**src/rtl/fir_out_decimator_if.sv**
```systemverilog
// Sample stream from the FIR top into the output stage, plus the
// downstream valid/ready port and the status flags.
interface fir_out_decimator_if #(
   parameter int DATA_W     = 16,
   parameter int FIFO_DEPTH = 8
) ();
   localparam int CW = $clog2(FIFO_DEPTH) + 1;

   logic [DATA_W-1:0] filtered_signal;
   logic              in_valid;
   logic [3:0]        decim;
   logic              out_ready;
   logic [DATA_W-1:0] out_data;
   logic              out_valid;
   logic [CW-1:0]     fill_level;
   logic              warm;
   logic              overflow;

   // Producer / consumer side (testbench or surrounding logic)
   modport master (
      output filtered_signal, in_valid, decim, out_ready,
      input  out_data, out_valid, fill_level, warm, overflow
   );

   // Decimator side
   modport slave (
      input  filtered_signal, in_valid, decim, out_ready,
      output out_data, out_valid, fill_level, warm, overflow
   );
endinterface

```
**src/rtl/fir_out_decimator.sv**
```systemverilog
// FIR output stage: drop pipeline warm-up samples, keep 1 of every
// decim+1 samples, buffer kept samples in a FWFT FIFO and hand them
// downstream over valid/ready. Sticky overflow flags a lost sample.
module fir_out_decimator #(
   parameter int DATA_W     = 16,
   parameter int FIFO_DEPTH = 8,
   parameter int WARMUP     = 30
) (
   input logic               clk,
   input logic               rst,
   fir_out_decimator_if.slave bus
);
   localparam int AW = $clog2(FIFO_DEPTH);
   localparam int CW = AW + 1;
   localparam int WW = $clog2(WARMUP + 1);

   logic [DATA_W-1:0] mem [FIFO_DEPTH];
   logic [AW-1:0]     rd_ptr, wr_ptr;
   logic [CW-1:0]     count, count_nxt;
   logic [WW-1:0]     wcnt;
   logic [3:0]        phase;
   logic              warm_q, ovf_q, vld_q;
   logic              keep, pop, push, drop;

   // A kept sample may enter a full FIFO only when the head leaves in the
   // same cycle; otherwise it is lost.
   assign keep = bus.in_valid & warm_q & (phase == 4'd0);
   assign pop  = vld_q & bus.out_ready;
   assign push = keep & ((count != CW'(FIFO_DEPTH)) | pop);
   assign drop = keep & ~push;

   // Next occupancy; simultaneous push and pop leave it unchanged
   always_comb begin
      count_nxt = count;
      case ({push, pop})
         2'b10:   count_nxt = count + CW'(1);
         2'b01:   count_nxt = count - CW'(1);
         default: count_nxt = count;
      endcase
   end

   // Warm-up counter: discard the first WARMUP accepted samples
   always_ff @(posedge clk) begin
      if (rst) begin
         wcnt   <= '0;
         warm_q <= 1'b0;
      end else if (bus.in_valid && !warm_q) begin
         wcnt <= wcnt + WW'(1);
         if (wcnt == WW'(WARMUP - 1)) warm_q <= 1'b1;
      end
   end

   // Decimation phase; decim is read live so a lower value wraps at once
   always_ff @(posedge clk) begin
      if (rst)                         phase <= 4'd0;
      else if (bus.in_valid && warm_q) phase <= (phase >= bus.decim) ? 4'd0 : phase + 4'd1;
   end

   // FIFO storage, pointers, occupancy and status flags
   always_ff @(posedge clk) begin
      if (rst) begin
         for (int i = 0; i < FIFO_DEPTH; i++) mem[i] <= '0;
         rd_ptr <= '0;
         wr_ptr <= '0;
         count  <= '0;
         vld_q  <= 1'b0;
         ovf_q  <= 1'b0;
      end else begin
         if (push) begin
            mem[wr_ptr] <= bus.filtered_signal;
            wr_ptr      <= wr_ptr + AW'(1);
         end
         if (pop)  rd_ptr <= rd_ptr + AW'(1);
         if (drop) ovf_q  <= 1'b1;
         count <= count_nxt;
         vld_q <= (count_nxt != '0);
      end
   end

   // Head of the FIFO is presented directly (first-word fall-through)
   assign bus.out_data   = mem[rd_ptr];
   assign bus.out_valid  = vld_q;
   assign bus.fill_level = count;
   assign bus.warm       = warm_q;
   assign bus.overflow   = ovf_q;
endmodule
```
**src/flat_wrapper.sv**
```systemverilog
// flat-port wrapper written by rule: the top's interface ports become plain ports
module fir_out_decimator_flat 
#(
   parameter int DATA_W     = 16,
   parameter int FIFO_DEPTH = 8,
   parameter int WARMUP     = 30
)
  (clk, rst, bus_filtered_signal, bus_in_valid, bus_decim, bus_out_ready, bus_out_data, bus_out_valid, bus_fill_level, bus_warm, bus_overflow);
  fir_out_decimator_if #(.DATA_W(DATA_W), .FIFO_DEPTH(FIFO_DEPTH)) bus_i ();
  input logic clk;
  input logic rst;
  input wire logic [$bits(bus_i.filtered_signal)-1:0] bus_filtered_signal;
  input wire logic [$bits(bus_i.in_valid)-1:0] bus_in_valid;
  input wire logic [$bits(bus_i.decim)-1:0] bus_decim;
  input wire logic [$bits(bus_i.out_ready)-1:0] bus_out_ready;
  output wire logic [$bits(bus_i.out_data)-1:0] bus_out_data;
  output wire logic [$bits(bus_i.out_valid)-1:0] bus_out_valid;
  output wire logic [$bits(bus_i.fill_level)-1:0] bus_fill_level;
  output wire logic [$bits(bus_i.warm)-1:0] bus_warm;
  output wire logic [$bits(bus_i.overflow)-1:0] bus_overflow;
  assign bus_i.filtered_signal = bus_filtered_signal;
  assign bus_i.in_valid = bus_in_valid;
  assign bus_i.decim = bus_decim;
  assign bus_i.out_ready = bus_out_ready;
  assign bus_out_data = bus_i.out_data;
  assign bus_out_valid = bus_i.out_valid;
  assign bus_fill_level = bus_i.fill_level;
  assign bus_warm = bus_i.warm;
  assign bus_overflow = bus_i.overflow;
  fir_out_decimator #(.DATA_W(DATA_W), .FIFO_DEPTH(FIFO_DEPTH), .WARMUP(WARMUP)) u_core (.clk(clk), .rst(rst), .bus(bus_i));
endmodule
```
**config.mk**
```make
export PLATFORM = sky130hd
export DESIGN_NAME = fir_out_decimator_flat
export DESIGN_NICKNAME = d
export VERILOG_FILES = /design/src/rtl/fir_out_decimator_if.sv /design/src/rtl/fir_out_decimator.sv /design/src/flat_wrapper.sv
export SDC_FILE = /design/constraint.sdc
export NUM_CORES = 1
export LEC_CHECK = 0
export ABC_CLOCK_PERIOD_IN_PS = 5600
export CAP_MARGIN = 10
export CORE_UTILIZATION = 45
export CTS_CLUSTER_DIAMETER = 40
export DETAILED_ROUTE_END_ITERATION = 6
export PLACE_DENSITY = 0.6
export RECOVER_POWER = 25
export SYNTH_ARGS = -nofsm -noshare
export SYNTH_HDL_FRONTEND = slang
export SYNTH_SLANG_ARGS = --single-unit
```
**constraint.sdc**
```tcl
create_clock -name clk -period 5.6 [get_ports clk]
set_clock_uncertainty 0.2 [all_clocks]
set_input_delay 0.84 -clock clk [delete_from_list [all_inputs] [get_ports clk]]
set_output_delay 0.84 -clock clk [all_outputs]
set_load 0.02 [all_outputs]
```
==> key figures, run 1 <==
Floorplanning
  – Die W: 128 um
  – Die Area: 16,400 um2
  – Chip Height: approximately 130 um
  – Site Rows: 45
  – Ports: 47
  – Core area: 15,400 um2
  – Initial Util: 46.6%

Placed design
  – DP HPWL: 9080 um
  – Gpl congestion: 0.771
  – PortBufs: between 40 and 50
  – DP Worst Slack: 1.39 ns

Yosys
  – EDFF count, synth: 128
  – Sequential fraction of the synthesis area: 60.7%
  – Top_reg_cell synth: edfxtp_1
  – Async SR Flop Fraction: 0%
  – Post-synthesis cell count: 476
  – Synth cell types: 50
  – Synth Register Bits: 153
  – Largest area contributor in the netlist: edfxtp_1
  – Synth Warn #: 0
  – Cell Area, Synth: 7160 um2
  – Most common cell in the synthesized netlist: edfxtp_1
  – Most frequent cells after synthesis: edfxtp_1 (128), and2_1 (121), mux4_2 (32)
  – Ranking of synthesized cells by area: edfxtp_1 (54%), and2_1 (11%), mux4_2 (10%)
  – Mapped Avg Cell Area: 15.0 um2
  – Top-area cell type share of the netlist area: 53.7%
  – Syn Nets: 513

Global route
  – Largest net degree at the start of global routing: 33
  – GRT busiest layer: met2
  – First-pass GRT wire length: 23,100 um
  – Remaining Overflow, GRT: 0
  – Met1 Track Usage GR: ~26%
  – Grt met3 use: 4.92%
  – Initial antenna violation count: 0
  – All-layer global routing usage: 19.9%
  – Met2 global-route usage: 33.0%
  – Vias in the first global route: between 4,000 and 5,000

Worst setup path
  – R2R Setup Slk: between 2 and 2.5 ns
  – WS Path Type: flip-flop to output pin
  – R2r endpoint: u_core.mem[7][10]
  – Slowest cell on crit path: dfxtp_2
  – Critical path peak fanout: 22
  – CP endpoint kind: output pin
  – Worst-path cell chain: buf_4, mux4_2, mux2_2, clkdlybuf4s50_1
  – Reg2Reg Depth: 5
  – Startpoint Class: flip-flop
  – Critical Path RT: 4.56 ns
  – CP arrival: between 3 and 4 ns
  – CP peak stage delay: 0.87 ns
  – Reg-to-reg startpoint: u_core.phase[2]

Cells and area
  – Layout overhead on the synthesized area: 16.4%
  – N_diodes: 0
  – Final net count: 558
  – Fill count: 1,258
  – Share of cells above drive strength 1: 19.5%

Outcome
  – Status: finished clean

Timing
  – Achievable Freq: 245 MHz
  – Setup WS post-layout: 1.52 ns
  – Final cycle utilization of the critical path: 72.9%
  – Tmin final: approximately 4.1 ns
  – Setup violators final: 0
  – Max-slew violations: 0
  – Final Hold Fails: 0
  – Post-route setup TNS: 0 ns
  – RSZ-0062 raised after global routing: false
  – Final hold slack: 0.281 ns
  – Slew Limit Headroom: 24.5%
  – Worst Max-Slew Pin Slew: 1.13 ns

Min path
  – Hold Path Class: flip-flop to flip-flop
  – WHS Endpoint: u_core.bus.overflow
  – Worst Hold Path Cells: 2
  – Worst Hold Launch: u_core.bus.overflow

Clock network
  – Post CTS Setup Buffer Count: 0
  – Clk root buf: clkbuf_16
  – Hold-fix buffers, CTS: 0
  – Sink Count: 153
  – CTS resizes: 0
  – Htree depth: 4
  – Clk_lat worst skew: roughly 0.42 ns
  – CTS tree: yes
  – Clock transition at path regs: 0.06 ns
  – Clock tree buffer depth: 2
  – CTS Buf Count: 17

Power
  – P_leak: roughly 3.0 nW
  – Peak supply drop: between 0.2 and 0.25 mV
  – PwrDens: 334 nW/um2

Detailed routing
  – Post-DR vias/cell: 5.24
  – DRT antenna net count: 0
  – Router iterations before antenna repair: 4
  – DRC viols: 0
  – Vias: roughly 4,000
  – Detailed-route wire length per cell: around 20 um
  – Routed WL: approximately 15,000 um
  – DRT iter0 DRCs: 295

Run
  – Number of max-cap violations: 0
==> worst max-delay path, delay by kind of cell, from the launching register on <==
| kind | cells | cell delay [ns] |
|---|---|---|
| buffers and inverters | 2 | 0.94 |
| DFF | 1 | 0.87 |
| muxes | 2 | 0.80 |
==> placed cells by master, fill, tap and decap left out, drive strengths merged, types with 9 or more instances in the layout <==
cell	netlist	routed
dfxtp	25	25
nor2	18	18
nand2	13	13
edfxtp	128	128
clkdlybuf4s50	0	37
inv	10	10
dlygate4sd3	0	9
clkbuf	15	21
mux2	17	17
mux4	32	32
and2	131	131
ha	12	12
==> worst max-delay path by stage <==
stage / from / to / slack, ns / depth (start not counted)
after global placement: bus_in_valid / u_core.mem[7][8] / 1.34 / 6
after CTS: flip-flop / bus_out_data[4] / 1.41 / 4
final: flip-flop / bus_out_data[15] / 1.52 / 4
after floorplan: bus_in_valid / u_core.bus.out_valid / 2.60 / 9
after global routing: flip-flop / bus_out_data[2] / 1.29 / 4
after detailed placement: bus_in_valid / u_core.mem[7][8] / 1.39 / 6
==> sequential cells by signal, summed over array words and instances (netlist names), named ones only <==
name                   count
u_core.rd_ptr              3
u_core.bus.overflow        1
u_core.bus.fill_level      4
u_core.mem               128
u_core.bus.out_valid       1
u_core.wr_ptr              3
u_core.phase               4
u_core.wcnt                5
u_core.bus.warm            1
==> report_power, final <==
part / internal [mW] / switching (mW) / leakage (nW)
logic: 0.169 / 0.147 / 1.25
clock network: 0.693 / 0.442 / 0.273
registers: 1.29 / 0.0460 / 1.43
==> metal layers <==
layer  vias up  routed length (um)
li1       1827                   -
met1      1975                6740
met2        84                7300
met3        15                 697
met4         0                 189
met5         -                   0
==> logic make-up (layout without fill, tap and decap cells) <==
logic type / after synthesis / after routing / share of synthesized area, %
AND/OR/NAND/NOR: 192 / 192 / 17.8
buffers and inverters: 35 / 92 / 2.29
XOR/XNOR: 13 / 13 / 1.59
AO/OA/AOI/OAI: 20 / 20 / 2.29
adder cells (fa/ha/maj): 13 / 13 / 2.38
flip-flops: 153 / 153 / 60.7
multiplexers: 50 / 50 / 12.9
==> stage by stage <==
step	util [%]	total power, mW	instance area [um2]	std cells
2_1_floorplan	-	1.56	7160	476
3_3_place_gp	50.7	1.68	7790	713
3_5_place_dp	50.7	1.69	7790	713
4_1_cts	54.5	2.82	8380	744
5_1_grt	54.2	2.88	8330	744
6_report	54.2	2.79	8330	744
==> cell type report <==
| type | count | area, um2 | share of cell area, % |
|---|---|---|---|
| clock inverter | 13 | 155 | 1.86 |
| inverter | 10 | 37.5 | 0.450 |
| sequential | 153 | 4350 | 52.1 |
| tap | 211 | 264 | 3.17 |
| multi-input combinational | 288 | 2620 | 31.4 |
| clock buffer | 18 | 429 | 5.15 |
| timing repair buffer | 51 | 487 | 5.84 |
No activity file was read; power rests on OpenSTA's default activity.
==> run 2: changes to the inputs <==
ABC_CLOCK_PERIOD_IN_PS = 3900   (was 5600)
clock period = 3.9 ns   (was 5.6 ns; I/O delays follow)
==> run 2 against run 1 <==
Net effect: clock power grew 50%; sequential share of layout area shrank 0.87 points; register-to-register slack lost 1.2 ns; clock-buffer cell count shrank 1; via count grew 1.1%; worst setup slack lost 1.1 ns; utilization grew 0.92 points; combinational power grew 55%; global-route usage shrank 0.084 points; hold slack lost 0.0038 ns; largest power group unchanged.
==> key figures, run 2 (synthesized netlist as in run 1, its figures left out) <==
Cells and area
  – Largest reg by FF count: u_core.mem
  – Layout overhead on the synthesized area: 18.4%
  – Biggest regs: u_core.mem (128), u_core.wcnt (5)
  – Most frequent cells in the layout: edfxtp_1 (128), and2_1 (107), clkdlybuf4s50_1 (37), mux4_2 (32), dfxtp_1 (24)
  – N_diodes: 0
  – Post-Layout Inst Area: around 8500 um2
  – Final core utilization: a little under three fifths
  – Final net count: 571
  – Max reg flops: 128
  – Final Instance Count excl. Fillers: 758
  – Share of cells above drive strength 1: 21.4%
  – Most common cell after layout, fill and taps aside: edfxtp_1
  – Fill count: ~1,300

Floorplanning
  – Ports: 47
  – Core area: roughly 15,000 um2
  – Initial Util: 46.6%
  – Chip Height: 128 um
  – Die Area: approximately 16,000 um2
  – Site Rows: 45
  – Die W: 128 um

Worst setup path
  – Slowest cell on crit path: dfxtp_2
  – Critical Path RT: 3.12 ns
  – WS Path Type: flip-flop to output pin
  – Reg2Reg Depth: 6
  – CP endpoint kind: output pin
  – R2R Setup Slk: 0.93 ns
  – Worst-path cell chain: buf_12, mux4_2, mux2_2, clkdlybuf4s50_1
  – CP peak stage delay: 0.66 ns
  – Startpoint Class: flip-flop
  – Reg-to-reg startpoint: u_core.bus.fill_level[3]
  – CP arrival: about 2.7 ns
  – Critical path peak fanout: 12
  – R2r endpoint: u_core.mem[5][7]

Detailed routing
  – Top Layer Used: met4
  – M1 WL: 6570 um
  – Vias: 3,945
  – DRC viols: 0
  – Router iterations before antenna repair: 4
  – Post-DR vias/cell: 5.20
  – Routed WL: 14,800 um
  – DRT antenna net count: 0
  – DRT iter0 DRCs: around 260
  – WL met3: about 640 um
  – Detailed-route wire length per cell: 19.6 um
  – Met2 routed WL: 7420 um

Timing
  – RSZ-0062 raised after global routing: false
  – Final Hold Fails: 0
  – Post-route setup TNS: 0 ns
  – Worst Max-Slew Pin Slew: approximately 1.2 ns
  – Slew Limit Headroom: 23.1%
  – Max-slew violations: 0
  – Final cycle utilization of the critical path: 88.3%
  – Achievable Freq: 290 MHz
  – Tmin final: ~3.4 ns
  – Setup WS post-layout: approximately 0.46 ns
  – Setup violators final: 0
  – Final hold slack: 0.278 ns

Power
  – Overall power: 4.09 mW
  – Logic pwr share: between 10% and 20%
  – Sw Pwr: 0.923 mW
  – Peak supply drop: 0.281 mV
  – Reg power frac: 46.5%
  – P_int: 3.17 mW
  – Sw frac: between 20% and 30%
  – P_leak: 3.04 nW
  – Clock Power Share: 41.5%
  – PwrDens: 483 nW/um2

Global route
  – Initial antenna violation count: 0
  – All-layer global routing usage: around a fifth
  – Largest net degree at the start of global routing: 27
  – Remaining Overflow, GRT: 0
  – Vias in the first global route: 4,092
  – First-pass GRT wire length: 23,100 um

Outcome
  – Status: finished clean

Clock network
  – Sink Count: 153
  – Hold-fix buffers, CTS: 0
  – Post CTS Setup Buffer Count: 0
  – CTS tree: yes
  – Clk root buf: clkbuf_16
  – Htree depth: 4
  – CTS Buf Count: 17
  – Clock transition at path regs: 0.06 ns
  – CTS resizes: 0
  – Clock tree buffer depth: 2
  – Clk_lat worst skew: approximately 0.42 ns

Placed design
  – Placed cells: between 700 and 800
  – PortBufs: 46
  – Gpl congestion: 0.737
  – DP Worst Slack: 0.437 ns
  – DP HPWL: just under 9000 um
  – Placed cell area: around 8000 um2

Run
  – Number of max-cap violations: 0

Min path
  – Hold Path Class: flip-flop to flip-flop
  – Worst Hold Launch: u_core.bus.overflow
  – Worst Hold Path Cells: 2
  – WHS Endpoint: u_core.bus.overflow
## run 2: power groups by stage
stage,logic (mW),registers [mW],clock network [mW]
floorplan,0.321,1.92,0
global placement,0.504,1.93,0
detailed placement,0.506,1.94,0
CTS,0.509,1.90,1.72
global route,0.528,1.91,1.79
finish,0.491,1.90,1.70
## run 2: critical path: cells and delay by family, from the launching register on
| family | cells | cell delay [ns] |
|---|---|---|
| flops | 1 | 0.66 |
| buf+inv | 2 | 0.78 |
| mux | 2 | 0.80 |
## run 2: cell type report
| type | instances | area, um2 | area share (%) |
|---|---|---|---|
| timing repair buffer | 64 | 609 | 7.19 |
| inverter | 10 | 37.5 | 0.443 |
| clock inverter | 15 | 183 | 2.16 |
| tap | 211 | 264 | 3.11 |
| multi-input combinational | 288 | 2610 | 30.8 |
| sequential | 153 | 4350 | 51.3 |
| clock buffer | 17 | 425 | 5.02 |
## run 2: routing by layer
layer,vias to the layer above,track usage [%]
met5,-,0
li1,1868,-
met2,91,33.0
met3,13,3.55
met1,1973,26.0
met4,0,7.61
## run 2: worst max path at each step
| stage | endpoint | cells past startpoint | slack (ns) | startpoint |
|---|---|---|---|---|
| after floorplan | u_core.bus.out_valid | 9 | 1.15 | bus_in_valid |
| after global placement | u_core.bus.out_valid | 10 | 0.53 | bus_in_valid |
| after detailed placement | u_core.bus.out_valid | 10 | 0.44 | bus_in_valid |
| after CTS | bus_out_data[0] | 4 | 0.38 | flip-flop |
| after global routing | bus_out_data[5] | 4 | 0.34 | flip-flop |
| final | bus_out_data[0] | 4 | 0.46 | flip-flop |
==> run 3: changes to the inputs <==
ABC_CLOCK_PERIOD_IN_PS = 4100   (was 3900)
clock period = 4.1 ns   (was 3.9 ns; I/O delays follow)
==> run 3 against run 2 <==
Net effect: hold slack better by 0.0074 ns; wire length up 1.3%; sequential share of layout area up 0.36 points; critical path depth unchanged; largest cell class unchanged; via count down 0.38%; critical endpoint unchanged.
==> key figures, run 3 (synthesized netlist as in run 1, its figures left out) <==
Outcome
  – Status: finished clean

Global route
  – Met2 global-route usage: approximately a third
  – GRT busiest layer: met2
  – Remaining Overflow, GRT: 0
  – Met1 Track Usage GR: roughly a quarter
  – All-layer global routing usage: 20.2%
  – First-pass GRT wire length: between 20,000 and 25,000 um
  – Grt met3 use: roughly 3.9%
  – Vias in the first global route: 4,173
  – Largest net degree at the start of global routing: 22
  – Initial antenna violation count: 0

Detailed routing
  – Vias: 3,930
  – DRT iter0 DRCs: 237
  – DRC viols: 0
  – Routed WL: between 15,000 and 20,000 um
  – Detailed-route wire length per cell: 19.9 um
  – Post-DR vias/cell: between 5 and 6
  – DRT antenna net count: 0
  – Router iterations before antenna repair: 6

Clock network
  – Clk_lat worst skew: about 0.42 ns
  – Clock transition at path regs: roughly 0.06 ns
  – Clk root buf: clkbuf_16
  – Htree depth: 4
  – Post CTS Setup Buffer Count: 0
  – CTS tree: yes
  – CTS Buf Count: 17
  – Clock tree buffer depth: 2
  – Sink Count: 153
  – Hold-fix buffers, CTS: 0
  – CTS resizes: 0

Timing
  – RSZ-0062 raised after global routing: false
  – Max-slew violations: 0
  – Final cycle utilization of the critical path: 87.0%
  – Setup violators final: 0
  – Slew Limit Headroom: 27.9%
  – Final Hold Fails: 0
  – Worst Max-Slew Pin Slew: 1.08 ns
  – Tmin final: 3.57 ns
  – Setup WS post-layout: 0.532 ns
  – Achievable Freq: 280 MHz
  – Post-route setup TNS: 0 ns

Worst setup path
  – CP endpoint kind: output pin
  – WS Path Type: flip-flop to output pin
  – Critical Path RT: 3.28 ns
  – Startpoint Class: flip-flop
  – Critical path peak fanout: 20
  – Reg2Reg Depth: 5
  – CP arrival: 2.75 ns

Floorplanning
  – Die Area: around 16,000 um2
  – Site Rows: 45
  – Core area: 15,400 um2
  – Initial Util: 46.6%
  – Die W: about 130 um
  – Chip Height: 128 um
  – Ports: 47

Cells and area
  – Biggest regs: u_core.mem (128), u_core.wcnt (5)
  – Largest reg by FF count: u_core.mem
  – Most frequent cells in the layout: edfxtp_1 (128), and2_1 (106), clkdlybuf4s50_1 (37), mux4_2 (32), dfxtp_1 (24)
  – Final net count: around 570
  – N_diodes: 0
  – Share of cells above drive strength 1: between 20% and 30%
  – Max reg flops: 128
  – Layout overhead on the synthesized area: 17.6%
  – Most common cell after layout, fill and taps aside: edfxtp_1

Placed design
  – Gpl congestion: ~0.77
  – DP Worst Slack: roughly 0.60 ns
  – PortBufs: 46
  – DP HPWL: 8960 um

Power
  – P_leak: ~3 nW
  – Peak supply drop: approximately 0.32 mV
  – Overall power: 3.89 mW
  – PwrDens: between 400 and 500 nW/um2

Min path
  – Hold Path Class: flip-flop to flip-flop
  – Worst Hold Path Cells: 2

Run
  – Number of max-cap violations: 0
[run 3: cell types whose count changed in the layout (fill, tap and decap cells not counted), moves of 2 or more]
cell	before	now
and2_2	0	5
and2_4	10	5
buf_4	13	8
clkbuf_1	3	5
clkinv_1	3	5
clkinv_4	1	3
clkinvlp_4	3	1
[run 3: critical path, stage by stage, from the launching register on]
cell	delay, ns
dfxtp_2	0.66
buf_12	0.29
mux4_2	0.53
mux2_2	0.31
clkdlybuf4s50_1	0.54
[run 3: layer usage]
metal  wire length [um]  up-vias
li1                   -     1848
met2               7490       74
met4                242        0
met5                  0        -
met1               6790     1990
met3                490       18
[run 3: final cells by class]
class	count	area (um2)
Fill cell	1253	6950
Multi-Input combinational cell	288	2600
Clock inverter	15	183
Clock buffer	17	425
Inverter	10	37.5
Tap cell	211	264
Sequential cell	153	4350
Timing Repair Buffer	60	559
[run 3: worst paths after layout]
kind	slack, ns	end	startpoint
worst max-delay path	0.53	bus_out_data[0]	flip-flop
worst min-delay path	0.29	u_core.rd_ptr[1]	u_core.rd_ptr[1]
worst max register to register	1.16	u_core.mem[0][11]	u_core.bus.out_valid
worst min register to register	0.29	u_core.rd_ptr[1]	u_core.rd_ptr[1]
[run 3: stage by stage]
| step | utilization (%) | hold slack [ns] | area [um2] | cells |
|---|---|---|---|---|
| 2_1_floorplan | - | 0.254 | 7160 | 476 |
| 3_3_place_gp | 51.2 | 0.279 | 7880 | 722 |
| 3_5_place_dp | 51.2 | 0.282 | 7880 | 722 |
| 4_1_cts | 55.2 | 0.290 | 8480 | 754 |
| 5_1_grt | 54.8 | 0.338 | 8420 | 754 |
| 6_report | 54.8 | 0.285 | 8420 | 754 |
[run 3: power breakdown]
part	internal (mW)	total (mW)	switching, mW
Clock	1.01	1.62	0.614
Combinational	0.240	0.460	0.220
Sequential	1.76	1.81	0.0494
Total	3.01	3.89	0.884
==> RTL edit 1: new RTL, settings of run 2 <==
One comparison of `wcnt` changes from == to >=.
--- a/src/rtl/fir_out_decimator.sv
+++ b/src/rtl/fir_out_decimator.sv
@@ -47,5 +47,5 @@
       end else if (bus.in_valid && !warm_q) begin
          wcnt <= wcnt + WW'(1);
-         if (wcnt == WW'(WARMUP - 1)) warm_q <= 1'b1;
+         if (wcnt >= WW'(WARMUP - 1)) warm_q <= 1'b1;
       end
    end
Check against the original RTL: no difference found for any inputs over 10 cycles, from zero or initial values and one cycle with rst high; that may be too few to reach the edited logic, so the function may still have changed.
==> RTL edit 1 against run 2 <==
  * Area after synthesis shrank 1.1%
  * Synthesized cell count increased by 1.1%
  * Largest cell class unchanged
  * Largest power group unchanged
  * Worst hold slack got worse by 0.0013 ns
  * Maximum frequency shrank 2.4%
  * Core utilization is 0.17 points lower
  * Design area fell by 1.0%
  * Power is 2.0% lower
  * First-iteration DRC count increased by 15%
  * Combinational power fell by 2%
  * Setup slack lost 0.086 ns
  * Wire length is 2.6% higher
  * Sequential power about the same
  * Register-to-register slack got worse by 0.12 ns
  * Sequential cell count stayed put
==> RTL edit 1: results (changes against run 2) <==
* Placed cells at 734 (was 726)
* Synth cell count leaders: 131 x and2_1, 128 x edfxtp_1, 32 x mux4_2 (was 128 x edfxtp_1, 121 x and2_1, 32 x mux4_2)
* CP max FO at 12 (unchanged)
* Routed len/inst at 19.9 µm (was 19.6 µm)
* Max VDD drop at 0.277 mV (was 0.281 mV)
* Minimum clock period at 3.53 ns (was 3.44 ns)
* CTS Hold Buffers Added at 0 (unchanged)
* Placer Congestion at 0.761 (was 0.737)
* Worst endpoint data arrival time at 2.75 ns (was 2.66 ns)
* Top cells by area, synth: edfxtp_1 54%, and2_1 12%, mux4_2 10% (was edfxtp_1 54%, and2_1 11%, mux4_2 10%)
* CP max stage delay at 0.64 ns (was 0.66 ns)
* Post_cts resized at 0 (unchanged)
* Area of the multi-input gates at 2530 µm² (was 2610 µm²)
* Async S/R FF share, synth at 0% (unchanged)
* Leak at 3.02 nW (was 3.04 nW)
* Starting DRT DRC Count at 297 (was 259)
* Total Routing Usage GR at 20.5% (was 19.8%)
* Unique cell type count in the Yosys netlist at 42 (was 50)
* Outcome: finished clean (unchanged)
* First-pass GRT wire length at 24.1 mm (was 23.1 mm)
* Total Wirelength at 15.2 mm (was 14.8 mm)
* Via count at 3,988 (was 3,945)
* Ant. Diodes at 0 (unchanged)
* Fill cells at 1,257 (was 1,252)
* Ratio of cells with drive above 1 in the final layout at 18.4% (was 21.4%)
* Worst rel slew slack at 27.3% (was 23.1%)
* Reg2Reg Setup Slack at 0.81 ns (was 0.93 ns)
* Post-synthesis sequential area ratio at 61.4% (was 60.7%)
* Post-Syn Instances at 481 (was 476)
* Largest net degree at the start of global routing at 33 (was 27)
* Area after DPL at 7860 µm² (was 7920 µm²)
* NumNets Final at 579 (was 571)
[RTL edit 1: cell types whose count changed in the layout (fill, tap and decap cells not counted), moves of 2 or more]
cell,delta
and2_1,+10
and2_4,-10
clkbuf_1,+4
nand2_1,-4
nand4_1,+3
nor2_1,+3
nor2_2,+3
and3_1,+2
inv_1,+2
nor3_1,+2
or2_0,+2
[RTL edit 1: cell families (layout without fill, tap and decap cells)]
logic type | after synthesis | count (layout) | synth area share [%]
AOI/OAI and AO/OA | 18 | 18 | 2.07
xor gates and xnor gates | 13 | 13 | 1.61
adders and majority gates | 13 | 13 | 2.40
buffers and inverters | 38 | 112 | 2.58
DFF | 153 | 153 | 61.4
muxes | 51 | 51 | 13.2
and+or+nand+nor | 195 | 195 | 16.8
[RTL edit 1: per-stage QoR]
| step | hold WS [ns] | power, W |
|---|---|---|
| after floorplan | 0.254 | 0.00223 |
| after global placement | 0.265 | 0.00243 |
| after detailed placement | 0.277 | 0.00243 |
| after CTS | 0.284 | 0.00406 |
| after global routing | 0.296 | 0.00416 |
| final | 0.276 | 0.00401 |
[RTL edit 1: routing by layer]
metal	vias to the layer above	track usage (%)	wire length (µm)	share of wire, %
li1	1880	-	-	-
met1	2001	28.1	6960	46
met2	93	33.1	7420	49
met3	14	3.69	694	4.6
met4	0	7.07	140	0.92
met5	-	0	0	0
[RTL edit 1: path summary, 6_finish.rpt]
kind         depth (start not counted)                          endpoint                           startpoint
min reg2reg                          2  u_core.bus.overflow$_SDFFE_PP0P_     u_core.bus.overflow$_SDFFE_PP0P_
min                                  2  u_core.bus.overflow$_SDFFE_PP0P_     u_core.bus.overflow$_SDFFE_PP0P_
max                                  4                   bus_out_data[3]                            flip-flop
max reg2reg                          6   u_core.mem[1][10]$_SDFFCE_PN0P_  u_core.bus.fill_level[3]$_SDFF_PP0_
[RTL edit 1: critical path: cells and delay by family, from the launching register on]
| kind | cells | cell delay [ns] |
|---|---|---|
| DFF | 1 | 0.64 |
| muxes | 2 | 0.83 |
| buffers and inverters | 2 | 0.85 |
[RTL edit 1: final cells by class]
cell class | count | share of cell area (%)
clock buffers | 17 | 5.07
inverters | 12 | 0.537
multi-input cells | 290 | 30.1
clock inverters | 15 | 1.88
flip-flops and latches | 153 | 51.8
well taps | 211 | 3.15
repair buffers | 68 | 7.44
[RTL edit 1: where the power goes]
part | leakage, nW | internal, W | switching [W]
Sequential | 1.43 | 0.00185 | 0.0000511
Clock | 0.283 | 0.000994 | 0.000636
Combinational | 1.31 | 0.000256 | 0.000225
Total | 3.02 | 0.00310 | 0.000912
==> RTL edit 2: new RTL, settings of run 2 <==
Without the edit above. `DATA_W` is set to 16 in 3 places; all go to 32.
--- a/src/rtl/fir_out_decimator_if.sv
+++ b/src/rtl/fir_out_decimator_if.sv
@@ -2,5 +2,5 @@
 // downstream valid/ready port and the status flags.
 interface fir_out_decimator_if #(
-   parameter int DATA_W     = 16,
+   parameter int DATA_W     = 32,
    parameter int FIFO_DEPTH = 8
 ) ();
--- a/src/rtl/fir_out_decimator.sv
+++ b/src/rtl/fir_out_decimator.sv
@@ -3,5 +3,5 @@
 // downstream over valid/ready. Sticky overflow flags a lost sample.
 module fir_out_decimator #(
-   parameter int DATA_W     = 16,
+   parameter int DATA_W     = 32,
    parameter int FIFO_DEPTH = 8,
    parameter int WARMUP     = 30
--- a/src/flat_wrapper.sv
+++ b/src/flat_wrapper.sv
@@ -2,5 +2,5 @@
 module fir_out_decimator_flat 
 #(
-   parameter int DATA_W     = 16,
+   parameter int DATA_W     = 32,
    parameter int FIFO_DEPTH = 8,
    parameter int WARMUP     = 30
Interface: changed (resized bus_filtered_signal and bus_out_data); port bits go from 47 to 79. No check against the original RTL was run, so the function may have changed too.
==> RTL edit 2 against run 2 <==
  * The flow now finishes with violations (max-capacitance violations, max-slew violations)
  * Largest cell class unchanged
  * Area after synthesis grew 77%
  * Synthesized cell count grew 69%
  * Combinational power grew 73%
  * Largest power group unchanged
  * Maximum frequency shrank 2.9%
  * Design area grew 79%
  * Sequential cell count grew 128
  * Sequential share of layout area grew 2.6 points
  * Wire length grew 81%
  * Power grew 89%
  * Setup slack lost 0.10 ns
==> RTL edit 2: results (changes against run 2) <==
* Outcome: finished with violations (was finished clean)
* Failing checks: max-capacitance violations, max-slew violations
* Worst rel slew slack at -15.5% (was 23.1%)
* Post-CTS Setup Inserts at 0 (unchanged)
* Post-synthesis mux area share at 14.5% (was 12.9%)
* Synth Area in Adders at 1.34% (was 2.38%)
* Top cells by area, synth: edfxtp_1 61%, and2_1 13%, mux4_2 11% (was edfxtp_1 54%, and2_1 11%, mux4_2 10%)
* Pre-CTS setup slack at 0.313 ns (was 0.437 ns)
* Largest buffer count on any clock path at 3 (was 2)
* Final Max Slew Viols at 66 (was 0)
* Largest net degree at the start of global routing at 65 (was 27)
* Ratio of cells with drive above 1 in the final layout at 21.6% (was 21.4%)
* Synth Net Count at 857 (was 513)
* Unique cell type count in the Yosys netlist at 41 (was 50)
* Comb. pwr at 0.000850 W (was 0.000491 W)
* Routed len/inst at 20.6 µm (was 19.6 µm)
* Worst endpoint data arrival time at 2.76 ns (was 2.66 ns)
* CP max stage delay at 0.56 ns (was 0.66 ns)
* Placer Congestion at 0.797 (was 0.737)
* Starting DRT DRC Count at 415 (was 259)
* Syn Area/Cell at 15.8 µm² (was 15.0 µm²)
* RR Startpoint: u_core.bus.fill_level[1]$_SDFF_PP0_ (was u_core.bus.fill_level[3]$_SDFF_PP0_)
* Synth Area in Compound Gates at 1.23% (was 2.29%)
* Fin Hold WS at 0.302 ns (was 0.278 ns)
* Antenna violations before repair at 0 (unchanged)
* Reg2Reg Setup Slack at 0.57 ns (was 0.93 ns)
* Via count at 6,815 (was 3,945)
* CTS H-tree depth at 2 (was 4)
* Worst skew pair latency at 0.52 ns (was 0.42 ns)
* CP max FO at 15 (was 12)
* Leak at 5.32 nW (was 3.04 nW)
* Regs by FF count: u_core.mem: 256 flops, u_core.wcnt: 5 flops (was u_core.mem: 128 flops, u_core.wcnt: 5 flops)
* GRT met1 Usage at 24.0% (was 26.0%)
* CTS buffer count at 39 (was 17)
* Root Buffer: clkbuf_16 (unchanged)
* Met2 Use GR at 34.7% (was 33.0%)
* Pint at 0.00589 W (was 0.00317 W)
* Post-synthesis sequential area ratio at 64.6% (was 60.7%)
* XOR/XNOR Fraction of Synth Area at 0.898% (was 1.59%)
* Synth cell count leaders: 259 x and2_1, 256 x edfxtp_1, 64 x mux4_2 (was 128 x edfxtp_1, 121 x and2_1, 32 x mux4_2)
* Placed cells at 1,235 (was 726)
* Fill cells at 2,290 (was 1,252)
* Layout Cells excl Fill at 1,307 (was 758)
* Total Routing Usage GR at 19.4% (was 19.8%)
* Area after DPL at 14,000 µm² (was 7920 µm²)
* Worst Reg-to-Reg Cells at 5 (was 6)
* First-pass GRT wire length at 41.6 mm (was 23.1 mm)
* Met3 GRT Util at 3.51% (was 3.55%)
* NumNets Final at 951 (was 571)
* Clk pwr at 0.00338 W (was 0.00170 W)
* Max_cap viols at 2 (was 0)
* Max VDD drop at 0.370 mV (was 0.281 mV)
* Vias in the first global route at 7,465 (was 4,092)
* Slowest cell on the critical path: dfxtp_4 (was dfxtp_2)
-- RTL edit 2: changes by cell type in the layout (fill, tap and decap cells not counted), sizes merged, moves of 3 or more --
cell / run 2 / this run
clkdlybuf4s50: 37 / 69
mux4: 32 / 64
nand2: 13 / 10
mux2: 17 / 33
clkbuf: 20 / 49
and2: 131 / 259
buf: 15 / 19
inv: 10 / 20
edfxtp: 128 / 256
clkinv: 7 / 11
-- RTL edit 2: cell type report --
type | instances | area, µm² | share of cell area, %
tap | 378 | 473 | 3.11
clock inverter | 28 | 260 | 1.71
timing repair buffer | 102 | 995 | 6.54
sequential | 281 | 8190 | 53.9
multi-input combinational | 463 | 4240 | 27.9
clock buffer | 44 | 995 | 6.54
inverter | 11 | 41.3 | 0.272
-- RTL edit 2: kinds of logic after synthesis --
group           after synthesis
mux                          99
xor+xnor                     13
simple gates                319
fa+ha+maj                    13
flops                       281
compound gates               19
buf+inv                      60
-- RTL edit 2: per-layer routing --
metal | vias up | share of wire, %
met4 | 0 | 1.9
met1 | 3472 | 42
met2 | 147 | 52
li1 | 3153 | -
met3 | 43 | 4.2
met5 | - | 0
-- RTL edit 2: tightest hold or removal path: cells and delay by family, from the launching register on --
family | cells | cell delay [ns]
AND/OR/NAND/NOR | 1 | 0.05
AO/OA/AOI/OAI | 1 | 0.09
flip-flops | 1 | 0.31
-- RTL edit 2: worst max path at each step --
stage	start	end	slack (ns)	cells past startpoint
final	flip-flop	bus_out_data[31]	0.35	4
after CTS	flip-flop	bus_out_data[1]	0.30	4
after floorplan	bus_in_valid	u_core.bus.out_valid$_SDFF_PP0_	1.17	9
after global routing	flip-flop	bus_out_data[1]	0.21	4
after detailed placement	bus_in_valid	u_core.bus.out_valid$_SDFF_PP0_	0.31	10
after global placement	bus_in_valid	u_core.bus.out_valid$_SDFF_PP0_	0.51	10
